### config.mk
export PLATFORM = sky130hd
export DESIGN_NAME = fetch_unit
export DESIGN_NICKNAME = d
export VERILOG_FILES = /design/src/rtl/riscv_pkg.sv /design/src/rtl/next_pc_calc.sv /design/src/rtl/fetch_unit.sv
export SDC_FILE = /design/constraint.sdc
export NUM_CORES = 1
export LEC_CHECK = 0
export ABC_AREA = 1
export BUFFER_PORTS_ARGS = -buffer_cell sky130_fd_sc_hd__clkbuf_2
export CAP_MARGIN = 40
export CORE_AREA = 2 2 117 119
export DETAILED_ROUTE_END_ITERATION = 10
export DIE_AREA = 0 0 119 121
export PLACE_DENSITY_LB_ADDON = 0.05
export RECOVER_POWER = 100
export SETUP_SLACK_MARGIN = 0.1
export SLEW_MARGIN = 10
export SYNTH_ARGS = -nofsm -noshare
export SYNTH_HDL_FRONTEND = slang
export SYNTH_SLANG_ARGS = --single-unit
export TNS_END_PERCENT = 30
### constraint.sdc
create_clock -name clk -period 3.2 [get_ports clk]
set_input_delay 0 -clock clk [delete_from_list [all_inputs] [get_ports clk]]
set_output_delay 0 -clock clk [all_outputs]
set_load 0.03 [all_outputs]
### src/rtl/riscv_pkg.sv
// rtl/riscv_pkg.sv - shared encodings for the fetch stage and the control unit
// Contents: pc_cnt next-PC select encodings, opcode field bounds, fetch FSM states.
package riscv_pkg;

  localparam logic [1:0] PC_SEQ = 2'b00;
  localparam logic [1:0] PC_BR  = 2'b01;
  localparam logic [1:0] PC_J   = 2'b10;
  localparam logic [1:0] PC_JR  = 2'b11;

  localparam int OPC_MSB = 31;
  localparam int OPC_LSB = 26;

  typedef enum logic [1:0] {
    S_BOOT = 2'd0,
    S_REQ  = 2'd1,
    S_HOLD = 2'd2
  } fetch_state_e;

endpackage

### src/rtl/next_pc_calc.sv
// rtl/next_pc_calc.sv - combinational next-PC select and address adders
// Ports:
//   pc           in   address of the instruction currently in ir
//   jidx         in   ir[25:0], jump target word index
//   pc_cnt       in   next-PC select (seq / branch / jump / jump-reg)
//   branch_taken in   qualifies the branch select
//   br_offset    in   signed word offset for branches
//   rs_val       in   register value for jump-reg
//   next_pc      out  selected next address (wraps mod 2^ADDR_W)
module next_pc_calc
  import riscv_pkg::*;
#(
  parameter int ADDR_W = 32
) (
  input  logic [ADDR_W-1:0] pc,
  input  logic [25:0]       jidx,
  input  logic [1:0]        pc_cnt,
  input  logic              branch_taken,
  input  logic [15:0]       br_offset,
  input  logic [ADDR_W-1:0] rs_val,
  output logic [ADDR_W-1:0] next_pc
);

  logic [ADDR_W-1:0] pc_plus4;
  logic [ADDR_W-1:0] br_disp;
  logic [ADDR_W-1:0] jmp_hi_mask;
  logic [ADDR_W-1:0] jmp_lo;

  assign pc_plus4    = pc + ADDR_W'(4);
  // Word offset becomes a byte displacement: sign-extend, then shift left by 2.
  assign br_disp     = {{(ADDR_W-18){br_offset[15]}}, br_offset, 2'b00};
  // Jumps keep the region bits of pc+4 above the 28-bit jump reach.
  assign jmp_hi_mask = {{(ADDR_W-28){1'b1}}, {28{1'b0}}};
  assign jmp_lo      = {{(ADDR_W-28){1'b0}}, jidx, 2'b00};

  always_comb begin
    next_pc = pc_plus4;
    case (pc_cnt)
      PC_SEQ:  next_pc = pc_plus4;
      PC_BR:   next_pc = branch_taken ? (pc_plus4 + br_disp) : pc_plus4;
      PC_J:    next_pc = (pc_plus4 & jmp_hi_mask) | jmp_lo;
      PC_JR:   next_pc = rs_val & ~ADDR_W'(3);
      default: next_pc = pc_plus4;
    endcase
  end

endmodule

### src/rtl/fetch_unit.sv
// rtl/fetch_unit.sv - instruction fetch stage: PC, imem req/ack, IR, next-PC update
// Optional feature macro: FETCH_PERF_CNT_EN (adds perf_fetched / perf_stall counters).
// Ports:
//   clk, rst_n              clock, async active-low reset
//   imem_req/addr/ack/rdata instruction memory handshake (req held until ack)
//   instr_valid/ready       ir handoff to decode
//   ir, opcode, pc          instruction register, its opcode field and address
//   pc_cnt, branch_taken,
//   br_offset, rs_val       next-PC controls, sampled at the accept edge
//   perf_fetched/stall      (FETCH_PERF_CNT_EN only) accept and stall counters
module fetch_unit
  import riscv_pkg::*;
#(
  parameter int                ADDR_W   = 32,
  parameter int                DATA_W   = 32,
  parameter logic [ADDR_W-1:0] RESET_PC = '0
) (
  input  logic              clk,
  input  logic              rst_n,
  output logic              imem_req,
  output logic [ADDR_W-1:0] imem_addr,
  input  logic              imem_ack,
  input  logic [DATA_W-1:0] imem_rdata,
  output logic              instr_valid,
  input  logic              instr_ready,
  output logic [DATA_W-1:0] ir,
  output logic [5:0]        opcode,
  output logic [ADDR_W-1:0] pc,
  input  logic [1:0]        pc_cnt,
  input  logic              branch_taken,
  input  logic [15:0]       br_offset,
  input  logic [ADDR_W-1:0] rs_val
`ifdef FETCH_PERF_CNT_EN
  ,
  output logic [31:0]       perf_fetched,
  output logic [31:0]       perf_stall
`endif
);

  fetch_state_e      state_q, state_d;
  logic [ADDR_W-1:0] pc_q, pc_d;
  logic [DATA_W-1:0] ir_q, ir_d;
  logic              req_q, req_d;
  logic              valid_q, valid_d;
  logic [ADDR_W-1:0] next_pc;

  next_pc_calc #(.ADDR_W(ADDR_W)) u_next_pc (
    .pc           (pc_q),
    .jidx         (ir_q[25:0]),
    .pc_cnt       (pc_cnt),
    .branch_taken (branch_taken),
    .br_offset    (br_offset),
    .rs_val       (rs_val),
    .next_pc      (next_pc)
  );

  // req/valid are registered alongside the state so they change on the same edge.
  always_comb begin
    state_d = state_q;
    pc_d    = pc_q;
    ir_d    = ir_q;
    req_d   = req_q;
    valid_d = valid_q;
    case (state_q)
      S_BOOT: begin
        state_d = S_REQ;
        req_d   = 1'b1;
      end
      S_REQ: begin
        if (imem_ack) begin
          ir_d    = imem_rdata;
          valid_d = 1'b1;
          req_d   = 1'b0;
          state_d = S_HOLD;
        end
      end
      S_HOLD: begin
        if (instr_ready) begin
          pc_d    = next_pc;
          valid_d = 1'b0;
          req_d   = 1'b1;
          state_d = S_REQ;
        end
      end
      default: begin
        state_d = S_BOOT;
        req_d   = 1'b0;
        valid_d = 1'b0;
      end
    endcase
  end

  always_ff @(posedge clk or negedge rst_n) begin
    if (!rst_n) begin
      state_q <= S_BOOT;
      pc_q    <= RESET_PC;
      ir_q    <= '0;
      req_q   <= 1'b0;
      valid_q <= 1'b0;
    end else begin
      state_q <= state_d;
      pc_q    <= pc_d;
      ir_q    <= ir_d;
      req_q   <= req_d;
      valid_q <= valid_d;
    end
  end

  assign imem_req    = req_q;
  assign imem_addr   = pc_q;
  assign instr_valid = valid_q;
  assign ir          = ir_q;
  assign opcode      = ir_q[OPC_MSB:OPC_LSB];
  assign pc          = pc_q;

`ifdef FETCH_PERF_CNT_EN
  logic [31:0] perf_fetched_q, perf_fetched_d;
  logic [31:0] perf_stall_q, perf_stall_d;
  logic        accept, stall;

  assign accept = (state_q == S_HOLD) && instr_ready;
  assign stall  = ((state_q == S_REQ) && !imem_ack) ||
                  ((state_q == S_HOLD) && !instr_ready);

  always_comb begin
    perf_fetched_d = perf_fetched_q + 32'(accept);
    perf_stall_d   = perf_stall_q + 32'(stall);
  end

  always_ff @(posedge clk or negedge rst_n) begin
    if (!rst_n) begin
      perf_fetched_q <= '0;
      perf_stall_q   <= '0;
    end else begin
      perf_fetched_q <= perf_fetched_d;
      perf_stall_q   <= perf_stall_d;
    end
  end

  assign perf_fetched = perf_fetched_q;
  assign perf_stall   = perf_stall_q;
`endif

endmodule

==> run metrics, run 1 <==
r2r worst-path depth=19; placed cell areas=7830 µm²; Critical Path AT=3.25 ns; IO Port Bufs=184; Avg Synthesized Cell Area=6.52 µm²; Critical path origin=imem_addr[3]; relative slew slack=5.41%; ANT cells=0; clock slew at reported path FFs=0.06 ns; vias in the first global route=6988; worst-skew pair later-pin latency=0.34 ns; Max Clock Freq=330 MHz; status=completed; sequential fraction of design power=17.2%; Pint=4310 µW; worst r2r src=imem_addr[3]; Slew @ Worst Pin=1.42 ns; post-route cell area=9220 µm²; P_sw=5320 µW; IO Pins=191; CTS Buf Count=9; post-layout util=70.5%; clock power share=11.2%; Die H=121 µm; largest cells by area after synthesis=dfrtp_1, nand2_1, inv_1, ha_1, nand3_1; Area Overhead vs Synth=42.5%; Critical Path Sink Type=flop; Hold EP=state_q[0]; R2R setup slack=0.17 ns; Final period util=94.6%; final net count=1382; library cells used by synthesis=49; worst endpoint required time=3.43 ns; fillcell total=1192; Yosys warning count=0; routed vias=7567; total wire length=24200 µm; GRT Total Usage=32.9%; Seq. cell area=1640 µm²; unrepaired setup endpoints after global routing=yes; DRC violations left=0; largest net degree at the start of global routing=45; first-pass GRT wire length=36900 µm; DR WL/cell=16.8 µm; full die area=14400 µm²; hold_sp=imem_ack; ys async rst share=100%; final setup skew=0.0142 ns; hold path depth=3; core area=13100 µm²; Final Hold Fails=0; clock tree root driver cell=clkbuf_16; max capacitance violation total=0; RD Place Congestion=0.988; synth cell count leaders=nand2_1, inv_1, nor2_1; layout cells sized above 1=29.8%; number of synthesized flops with an enable pin=0; VDD IR max=670 µV; most common cell in the netlist=nand2_1; Net Sw Frac=55.3%; initial antenna violation count=0; Cell Rows=42; Seq/Total Area, Yosys=25.1%; Period minus WS final=3.03 ns; Yosys top cell by area=dfrtp_1; die width=119 µm; gr ovfl total=0; worst hold path class=in2reg; Setup violations, final=0; Synth Flop Type=dfrtp_1; CTS tree=done; #FFs+latches synth=65; Multi-input gate area=4590 µm²; Critical Path Start Type=flop; clk sinks=65; Initial DRC Count=675; combinational fraction of design power=71.6%; Antenna Nets Post-Route=0; Mapped Area=6470 µm²; Yosys top cell area share=25.1%; initial core utilization=49.4%; Post-Syn Instances=992; via/cell ratio=5.25; CTS Buffer Depth=2; reg2reg end=imem_addr[29]; H-tree lvl count=3; drt pass-1 iters=5; max-slew violations=0; PwrDens=1040 nW/µm²; CP max FO=5; placed wire-length estimate=18300 µm; Leak=0.00452 µW; Crit Path Category=reg2reg
==> cells by family after synthesis <==
family	Yosys count	synth area share, %
mux	26	4.53
xor+xnor	17	2.30
other cells	1	0.0580
simple gates	485	32.6
flops	65	25.1
buf+inv	212	14.8
fa+ha+maj	35	6.89
compound gates	151	13.8
==> worst max-delay path by stage <==
stage	endpoint	cells past startpoint
after floorplan	imem_addr[31]	22
after global placement	imem_addr[30]	19
after detailed placement	imem_addr[14]	16
after CTS	imem_addr[27]	21
after global routing	imem_addr[30]	22
final	imem_addr[29]	19
==> registers in the layout, indices dropped and copies added (netlist names) <==
name	count
imem_addr	30
instr_valid	1
ir	32
state_q	2
==> cell usage in the layout (no fill, tap or decap), types with 6 or more instances in the layout <==
cell type      Yosys  layout
xor2_2             0       6
nand3_1           61      46
nor2_4             2      15
o21bai_1          11       7
dfrtp_2            0       8
nand4_1           16      16
o21ai_1            7      11
nor2_2            10      18
a21oi_1           49      35
clkbuf_16          0       9
dlygate4sd3_1      0      39
clkbuf_1          11     104
clkbuf_2           1      84
ha_4               0      10
a21oi_2            0      11
inv_1            151     144
buf_4             40      84
ha_1              34      21
mux2_2            26      25
nand2_1          274     242
nand3_2            1      15
a22o_1             9       9
o21ai_0           47      39
nand2_2            6      33
nand3b_1           8       8
nor2_1            81      60
inv_2              1       8
dfrtp_1           65      57
==> power by group through the flow <==
stage,combinational [µW],clock [µW],sequential (µW)
5_1_grt,7460,1120,1720
2_1_floorplan,3440,0,2430
4_1_cts,6160,1080,1640
3_3_place_gp,6010,0,1630
3_5_place_dp,6030,0,1650
6_report,6890,1080,1660
==> layout make-up <==
type | instances | area share (%)
sequential | 65 | 17.8
clock buffer | 11 | 2.63
clock inverter | 5 | 0.855
tap | 176 | 2.39
multi-input combinational | 718 | 49.7
timing repair buffer | 314 | 20.5
inverter | 152 | 6.19
==> critical path, stage by stage (launching register included) <==
cell and delay [ns]:
dfrtp_1 0.39, ha_2 0.22, nand2_4 0.06, nor2_4 0.15, nand2_4 0.10, nor3_4 0.26
buf_6 0.16, xor2_4 0.21, ha_4 0.26, nand2_1 0.09, nand2_2 0.06, o21bai_4 0.17
a21oi_2 0.21, nor2_1 0.06, nor2_1 0.14, nand3_1 0.11, nand3_2 0.10, nand3_1 0.07
nand2_1 0.06, inv_1 0.03
==> what timing repair did <==
item | in CTS | in global routing
setup endpoints to repair | 12 | 23
resized for setup | 14 | 163
setup buffers | 0 | 16
endpoints found under the hold margin | 60 | 0
hold buffers | 39 | 0
pin swaps | 1 | 47
==> metal layers <==
layer	vias to the layer above	global-route usage [%]	part of all wire [%]
met5	-	0	0
met4	0	8.04	2.3
met3	38	5.45	7.2
met2	330	53.6	47
met1	3511	45.6	44
li1	3688	-	-
==> metrics by stage <==
stage / hold slack [ns] / setup TNS [ns] / setup WS (ns) / cells / power, µW
floorplan: -0.296 / 0 / 0.246 / 995 / 5870
global placement: -0.00556 / 0 / 0.00298 / 1369 / 7640
detailed placement: 0.00596 / -0.000672 / -0.000672 / 1370 / 7680
CTS: 0.00131 / 0 / 0.0692 / 1425 / 8890
global route: 0.0206 / 0 / 0.00800 / 1441 / 10300
finish: 0.00608 / 0 / 0.173 / 1441 / 9630
Note: power is estimated with default switching activity, not from simulation.
==> inputs of run 2 (changes only) <==
--- a/config.mk
+++ b/config.mk
@@ -11,8 +11,8 @@
 export CORE_AREA = 2 2 117 119
 export DETAILED_ROUTE_END_ITERATION = 10
 export DIE_AREA = 0 0 119 121
+export MAX_ROUTING_LAYER = met4
 export PLACE_DENSITY_LB_ADDON = 0.05
-export RECOVER_POWER = 100
 export SETUP_SLACK_MARGIN = 0.1
 export SLEW_MARGIN = 10
 export SYNTH_ARGS = -nofsm -noshare
==> run 2 against run 1 <==
Net effect:
- via count fell by 1.4%
- routed wire length fell by 3.8%
- non-clock buffer count fell by 24
- register-to-register slack got worse by 0.02 ns
- final cell count fell by 1.7%
- sequential share of layout area rose by 0.65 points
- setup slack got worse by 0.018 ns
- sequential cell count did not move
- worst hold slack improved by 0.0011 ns
- count of clock-buffer cells in the layout fell by 2
- first-iteration DRC count rose by 1.6%
- critical endpoint is now imem_addr[27]
- largest cell class unchanged
==> run metrics, run 2 (synthesis gave the netlist of run 1 again) <==
die width=119 µm (unchanged); final net count=1358 (was 1382); Crit Path Category=reg2reg (unchanged); Setup violations, final=0 (unchanged); Initial DRC Count=686 (was 675); worst hold path class=in2reg (unchanged); worst slack, placed=-0.0515 ns (was -0.000672 ns); combinational fraction of design power=70.3% (was 71.6%); CP max FO=4 (was 5); total wire length=23300 µm (was 24200 µm); worst r2r src=imem_addr[3] (unchanged); vias in the first global route=7117 (was 6988); Die H=121 µm (unchanged); clock power share=11.3% (was 11.2%); hold_sp=rs_val[10] (was imem_ack); Slew @ Worst Pin=0.917 ns (was 1.42 ns); Critical Path Start Type=flop (unchanged); most frequent cells in the layout=nand2_1, clkbuf_2, inv_1, buf_4, nor2_1 (was nand2_1, inv_1, clkbuf_1, clkbuf_2, buf_4); Pint=4180 µW (was 4310 µW); hold_ws=0.00716 ns (was 0.00608 ns); CTS Buf Count=9 (unchanged); Antenna Nets Post-Route=0 (unchanged); first-pass GRT wire length=36000 µm (was 36900 µm); most common cell after layout, fill and taps aside=nand2_1 (unchanged); unrepaired setup endpoints after global routing=yes (unchanged); Cell Rows=42 (unchanged); WP buf/inv=3 (was 2); routed vias=7459 (was 7567); drt pass-1 iters=5 (unchanged); Period minus WS final=3.04 ns (was 3.03 ns); relative slew slack=38.8% (was 5.41%); Final Hold Fails=0 (unchanged); CP max stage delay=0.40 ns (was 0.39 ns); clock slew at reported path FFs=0.06 ns (about the same); Worst path top cell family by delay=simple AND/OR/NAND/NOR gates (unchanged); post-layout util=68.0% (was 70.5%); max capacitance violation total=0 (unchanged); via/cell ratio=5.27 (was 5.25); Critical Path AT=3.27 ns (was 3.25 ns); GRT Total Usage=33.1% (was 32.9%); full die area=14400 µm² (unchanged); Critical Path Most Common Cell=nand2_1; crit path cell chain=ha_2, nand2_4, nor2_4, nand2_4, nor3_4, buf_6, nand2_1, nand2_1, and2_4, ha_4, buf_4, nand2_1, nand2_1, nand2_1, nand2_2, o21bai_1, nor2_2, nand3_1, nand3_1, nand3b_1, nand2_1, inv_1 (was ha_2, nand2_4, nor2_4, nand2_4, nor3_4, buf_6, xor2_4, ha_4, nand2_1, nand2_2, o21bai_4, a21oi_2, nor2_1, nor2_1, nand3_1, nand3_2, nand3_1, nand2_1, inv_1); max reg flops=32 (unchanged); final setup skew=0.00606 ns (was 0.0142 ns); setup TNS=0 ns (unchanged); layout cells sized above 1=34.0% (was 29.8%); initial core utilization=49.4% (unchanged); RD Place Congestion=0.998 (was 0.988); Area Overhead vs Synth=37.5% (was 42.5%); Leak=0.00466 µW (was 0.00452 µW); largest net degree at the start of global routing=41 (was 45); sequential fraction of design power=18.3% (was 17.2%); gr ovfl total=0 (unchanged); status=completed (unchanged); max-slew violations=0 (unchanged); worst endpoint required time=3.43 ns (about the same); initial antenna violation count=0 (unchanged); IO Pins=191 (unchanged); Critical path origin=imem_addr[3] (unchanged); Final period util=95.2% (was 94.6%); slowest CP cell=dfrtp_1 (unchanged); P_sw=5100 µW (was 5320 µW); placed wire-length estimate=17800 µm (was 18300 µm); Max Clock Freq=328 MHz (was 330 MHz); clk sinks=65 (unchanged); Critical Path Sink Type=flop (unchanged); clock tree root driver cell=clkbuf_16 (unchanged); IO Port Bufs=184 (unchanged); ANT cells=0 (unchanged); CTS tree=done (unchanged); PwrDens=1040 nW/µm² (about the same); Net Sw Frac=54.9% (was 55.3%); CTS Buffer Depth=2 (unchanged); DR WL/cell=16.5 µm (was 16.8 µm); worst-skew pair later-pin latency=0.33 ns (was 0.34 ns); VDD IR max=669 µV (was 670 µV); DRC violations left=0 (unchanged); H-tree lvl count=3 (unchanged); fin worst setup slack=0.155 ns (was 0.173 ns); core area=13100 µm² (unchanged)
run 2: cell count changes in the layout (fill, tap and decap cells not counted), moves of 5 or more:
cell | before | now
buf_4 | 84 | 65
clkbuf_1 | 104 | 0
nor2_2 | 18 | 23
nand2_2 | 33 | 25
nand2_1 | 242 | 252
inv_1 | 144 | 149
clkbuf_2 | 84 | 183
nand3_1 | 46 | 55
inv_2 | 8 | 3
nand3_2 | 15 | 7
nor2_4 | 15 | 10
run 2: metrics by stage:
stage               cell area [µm²]  power, µW  cells
floorplan                      6480       5870    995
global placement               7680       7460   1353
detailed placement             7680       7510   1353
CTS                            8460       8680   1409
global route                   8890       9930   1416
finish                         8890       9280   1416
run 2: cell type report:
| cell class | instances | area, µm² |
|---|---|---|
| clock buffer | 9 | 225 |
| clock inverter | 6 | 83.8 |
| fill | 1201 | 4190 |
| inverter | 152 | 571 |
| multi-input combinational | 718 | 4340 |
| sequential | 65 | 1640 |
| tap | 176 | 220 |
| timing repair buffer | 290 | 1820 |
run 2: repair_timing:
item                                    in CTS  in global routing
endpoints found under the setup margin      11                 21
pin swaps                                    1                 20
gates cloned                                 0                  0
gates resized for setup                     11                109
hold buffers                                40                  0
buffers inserted                             1                  7
endpoints found under the hold margin       56                  0
run 2: path summary, 6_finish.rpt:
path | end | slack (ns) | cells past startpoint
setup / recovery | imem_addr[27] | 0.16 | 22
hold / removal | imem_addr[10] | 0.007 | 5
setup reg to reg | imem_addr[27] | 0.16 | 22
hold reg to reg | instr_valid | 0.47 | 2
max in group asynchronous | imem_addr[25] | 2.30 | 3
min in group asynchronous | ir[4] | 0.14 | 2
run 2: worst min-delay path, delay by kind of cell:
family	cells	cell delay, ns
AOI/OAI and AO/OA	1	0.06
buffers and inverters	2	0.11
and+or+nand+nor	2	0.13
run 2: metal layers:
layer  vias up  track usage (%)  share of wire (%)
met4         0             10.3                2.9
met3        43             4.56                7.2
met2       325             52.3                 46
li1       3645                -                  -
met5         -                -                  0
met1      3446             44.3                 44
run 2: power groups by stage:
stage	Combinational, µW	Sequential, µW	Clock, µW
detailed placement	5850	1670	0
finish	6530	1700	1050
floorplan	3440	2430	0
CTS	5960	1660	1060
global route	7070	1760	1100
global placement	5810	1650	0
==> inputs of run 3 (changes only) <==
--- a/config.mk
+++ b/config.mk
@@ -5,12 +5,12 @@
 export SDC_FILE = /design/constraint.sdc
 export NUM_CORES = 1
 export LEC_CHECK = 0
-export ABC_AREA = 1
+export ABC_AREA = 0
 export BUFFER_PORTS_ARGS = -buffer_cell sky130_fd_sc_hd__clkbuf_2
 export CAP_MARGIN = 40
-export CORE_AREA = 2 2 117 119
+export CORE_AREA = 2 2 110 112
 export DETAILED_ROUTE_END_ITERATION = 10
-export DIE_AREA = 0 0 119 121
+export DIE_AREA = 0 0 112 114
 export MAX_ROUTING_LAYER = met4
 export PLACE_DENSITY_LB_ADDON = 0.05
 export SETUP_SLACK_MARGIN = 0.1
==> run 3 against run 2 <==
Net effect:
- the flow now finishes with violations (hold timing, setup timing)
- critical path depth is 5 lower
- combinational power rose by 6.0%
- critical endpoint is now imem_addr[31]
- register-to-register slack lost 0.55 ns
- final cell count decreased by 21%
- clock power down 11%
- power increased by 2.6%
==> run metrics, run 3 <==
max reg flops=32 (unchanged); largest net degree at the start of global routing=34 (was 41); ANT cells=0 (unchanged); GRT Total Usage=32.6% (was 33.1%); Synth Flop Type=dfrtp_1 (unchanged); fillcell total=871 (was 1201); max-slew violations=0 (unchanged); PwrDens=1090 nW/µm² (was 1040 nW/µm²); Initial DRC Count=465 (was 686); core area=11700 µm² (was 13100 µm²); largest cells by area after synthesis=dfrtp_1, ha_1, mux2_2, buf_4, xnor2_1 (was dfrtp_1, nand2_1, inv_1, ha_1, nand3_1); Period minus WS final=3.59 ns (was 3.04 ns); hold_ws=-0.0102 ns (was 0.00716 ns); clock slew at reported path FFs=0.06 ns (about the same); Setup violations, final=14 (was 0); library cells used by synthesis=70 (was 49); CTS Buffer Depth=2 (unchanged); number of synthesized flops with an enable pin=0 (unchanged); final setup skew=0.00612 ns (was 0.00606 ns); H-tree lvl count=3 (unchanged); Leak=0.00415 µW (was 0.00466 µW); violated checks=hold timing, setup timing; Crit Path Category=reg2reg (unchanged); drt pass-1 iters=5 (unchanged); Hold EP=imem_addr[29] (was imem_addr[10]); hold_sp=rs_val[29] (was rs_val[10]); first-pass GRT wire length=32000 µm (was 36000 µm); Slew @ Worst Pin=0.806 ns (was 0.917 ns); Area Overhead vs Synth=52.7% (was 37.5%); CTS Buf Count=9 (unchanged); clock tree root driver cell=clkbuf_16 (unchanged); via/cell ratio=5.67 (was 5.27); synth cell count leaders=dfrtp_1, nor2_1, nand2_1 (was nand2_1, inv_1, nor2_1); Post-Syn Instances=661 (was 992); worst endpoint required time=3.42 ns (was 3.43 ns); gr ovfl total=0 (unchanged); Seq/Total Area, Yosys=28.5% (was 25.1%); IO Port Bufs=184 (unchanged); Die H=114 µm (was 121 µm); setup TNS=-2.44 ns (was 0 ns); reg2reg end=imem_addr[31] (was imem_addr[27]); IO Pins=191 (unchanged); DR WL/cell=18.7 µm (was 16.5 µm); worst-skew pair later-pin latency=0.33 ns (about the same); clk sinks=65 (unchanged); die width=112 µm (was 119 µm); vias in the first global route=6261 (was 7117); max capacitance violation total=0 (unchanged); Final Hold Fails=1 (was 0); Critical Path Sink Type=flop (unchanged); fin worst setup slack=-0.393 ns (was 0.155 ns); CP max FO=5 (was 4); r2r worst-path depth=17 (was 22); hold path depth=3 (was 5); status=finished, violations left (was completed); #FFs+latches synth=65 (unchanged); placed wire-length estimate=15200 µm (was 17800 µm); Yosys top cell by area=dfrtp_1 (unchanged); DRC violations left=0 (unchanged); ys async rst share=100% (unchanged); unrepaired setup endpoints after global routing=yes (unchanged); most common cell after layout, fill and taps aside=clkbuf_2 (was nand2_1); Mapped Area=5700 µm² (was 6470 µm²); Cell Rows=40 (was 42); R2R setup slack=-0.39 ns (was 0.16 ns); Avg Synthesized Cell Area=8.62 µm² (was 6.52 µm²); Critical Path AT=3.82 ns (was 3.27 ns); Max Clock Freq=278 MHz (was 328 MHz); worst hold path class=in2reg (unchanged); routed vias=6362 (was 7459); Final period util=112% (was 95.2%); most common cell in the netlist=dfrtp_1 (was nand2_1); Yosys top cell area share=28.5% (was 25.1%); Antenna Nets Post-Route=0 (unchanged); initial core utilization=48.7% (was 49.4%); CTS tree=done (unchanged); placed cell count=1047 (was 1353); full die area=12800 µm² (was 14400 µm²); final net count=1093 (was 1358); Post-Layout Cell Count=1123 (was 1416); layout cells sized above 1=48.8% (was 34.0%); VDD IR max=752 µV (was 669 µV); most frequent cells in the layout=clkbuf_2, buf_4, dfrtp_1, nand2_1, nor2_1 (was nand2_1, clkbuf_2, inv_1, buf_4, nor2_1); initial antenna violation count=0 (unchanged); RD Place Congestion=0.940 (was 0.998); Yosys warning count=0 (unchanged); Critical Path Start Type=flop (unchanged); total wire length=21000 µm (was 23300 µm); relative slew slack=46.2% (was 38.8%); worst r2r src=imem_addr[3] (unchanged)
## run 3: cell types whose count changed after synthesis, sizes merged, moves of 9 or more
cell,delta
xnor2,+27
nand3,-41
mux2,+11
nand2,-225
nand4,-9
o221ai,+14
a21o,+12
inv,-131
nor3,-10
mux2i,+11
nor2,-32
## run 3: logic make-up after synthesis
logic type / count (synthesis) / share of synthesized area (%)
compound gates: 191 / 22.4
simple gates: 184 / 15.6
xor+xnor: 49 / 7.53
flops: 65 / 28.5
mux: 49 / 9.64
other cells: 1 / 0.0658
buf+inv: 87 / 8.39
fa+ha+maj: 35 / 7.82
## run 3: final cells by class
type | instances | area (µm²) | share of cell area [%]
multi-input cells | 512 | 4150 | 47.6
repair buffers | 362 | 2370 | 27.3
flip-flops and latches | 65 | 1640 | 18.8
clock buffers | 10 | 239 | 2.75
well taps | 147 | 184 | 2.11
inverters | 21 | 78.8 | 0.906
clock inverters | 6 | 43.8 | 0.503
## run 3: layer usage
layer	part of all wire (%)	vias up	GRT usage, %
met5	0	-	-
met4	2.0	0	9.35
met3	7.2	42	4.89
met2	47	292	51.6
met1	44	3033	43.9
li1	-	2995	-
## run 3: what timing repair did
| action | CTS | global route |
|---|---|---|
| setup endpoints to repair | 18 | 20 |
| buffers inserted | 15 | 12 |
| hold buffers | 34 | 0 |
| hold endpoints to repair | 71 | 0 |
| pin swaps | 45 | 43 |
| resized for setup | 53 | 44 |
## run 3: critical path: stages (launching register included)
cell and delay, ns:
dfrtp_2 0.39, ha_4 0.15, nand3_4 0.08, nor2_4 0.19, nand3_4 0.17, buf_6 0.17
nor2_4 0.07, and3_4 0.19, xor2_1 0.14, ha_1 0.27, a21o_1 0.19, o21bai_4 0.18
and3_4 0.19, a2111oi_4 0.40, mux2i_1 0.17, o211ai_1 0.20, o31ai_1 0.10, a31o_1 0.23
## run 3: metrics by stage
step / utilization, % / worst slack (ns) / area [µm²] / power, µW
5_1_grt: 74.3 / -0.561 / 8700 / 10100
6_report: 74.3 / -0.393 / 8700 / 9520
3_5_place_dp: 63.2 / -0.480 / 7400 / 7710
2_1_floorplan: - / -0.353 / 5810 / 5690
3_3_place_gp: 63.0 / -0.425 / 7380 / 7610
4_1_cts: 71.4 / -0.391 / 8370 / 9020
## run 3: how the worst max path moves through the flow
stage | cells after the start | startpoint | to
2_1_floorplan | 16 | imem_addr[7] | imem_addr[30]
3_3_place_gp | 16 | imem_addr[2] | imem_addr[31]
3_5_place_dp | 16 | imem_addr[2] | imem_addr[31]
4_1_cts | 15 | imem_addr[7] | imem_addr[31]
5_1_grt | 17 | imem_addr[3] | imem_addr[31]
6_report | 17 | imem_addr[3] | imem_addr[31]
## run 3: power breakdown
group          internal (µW)  switching (µW)  total [µW]
combinational           2910            4010        6920
sequential              1240             429        1670
clock                    546             387         933
total                   4700            4820        9520
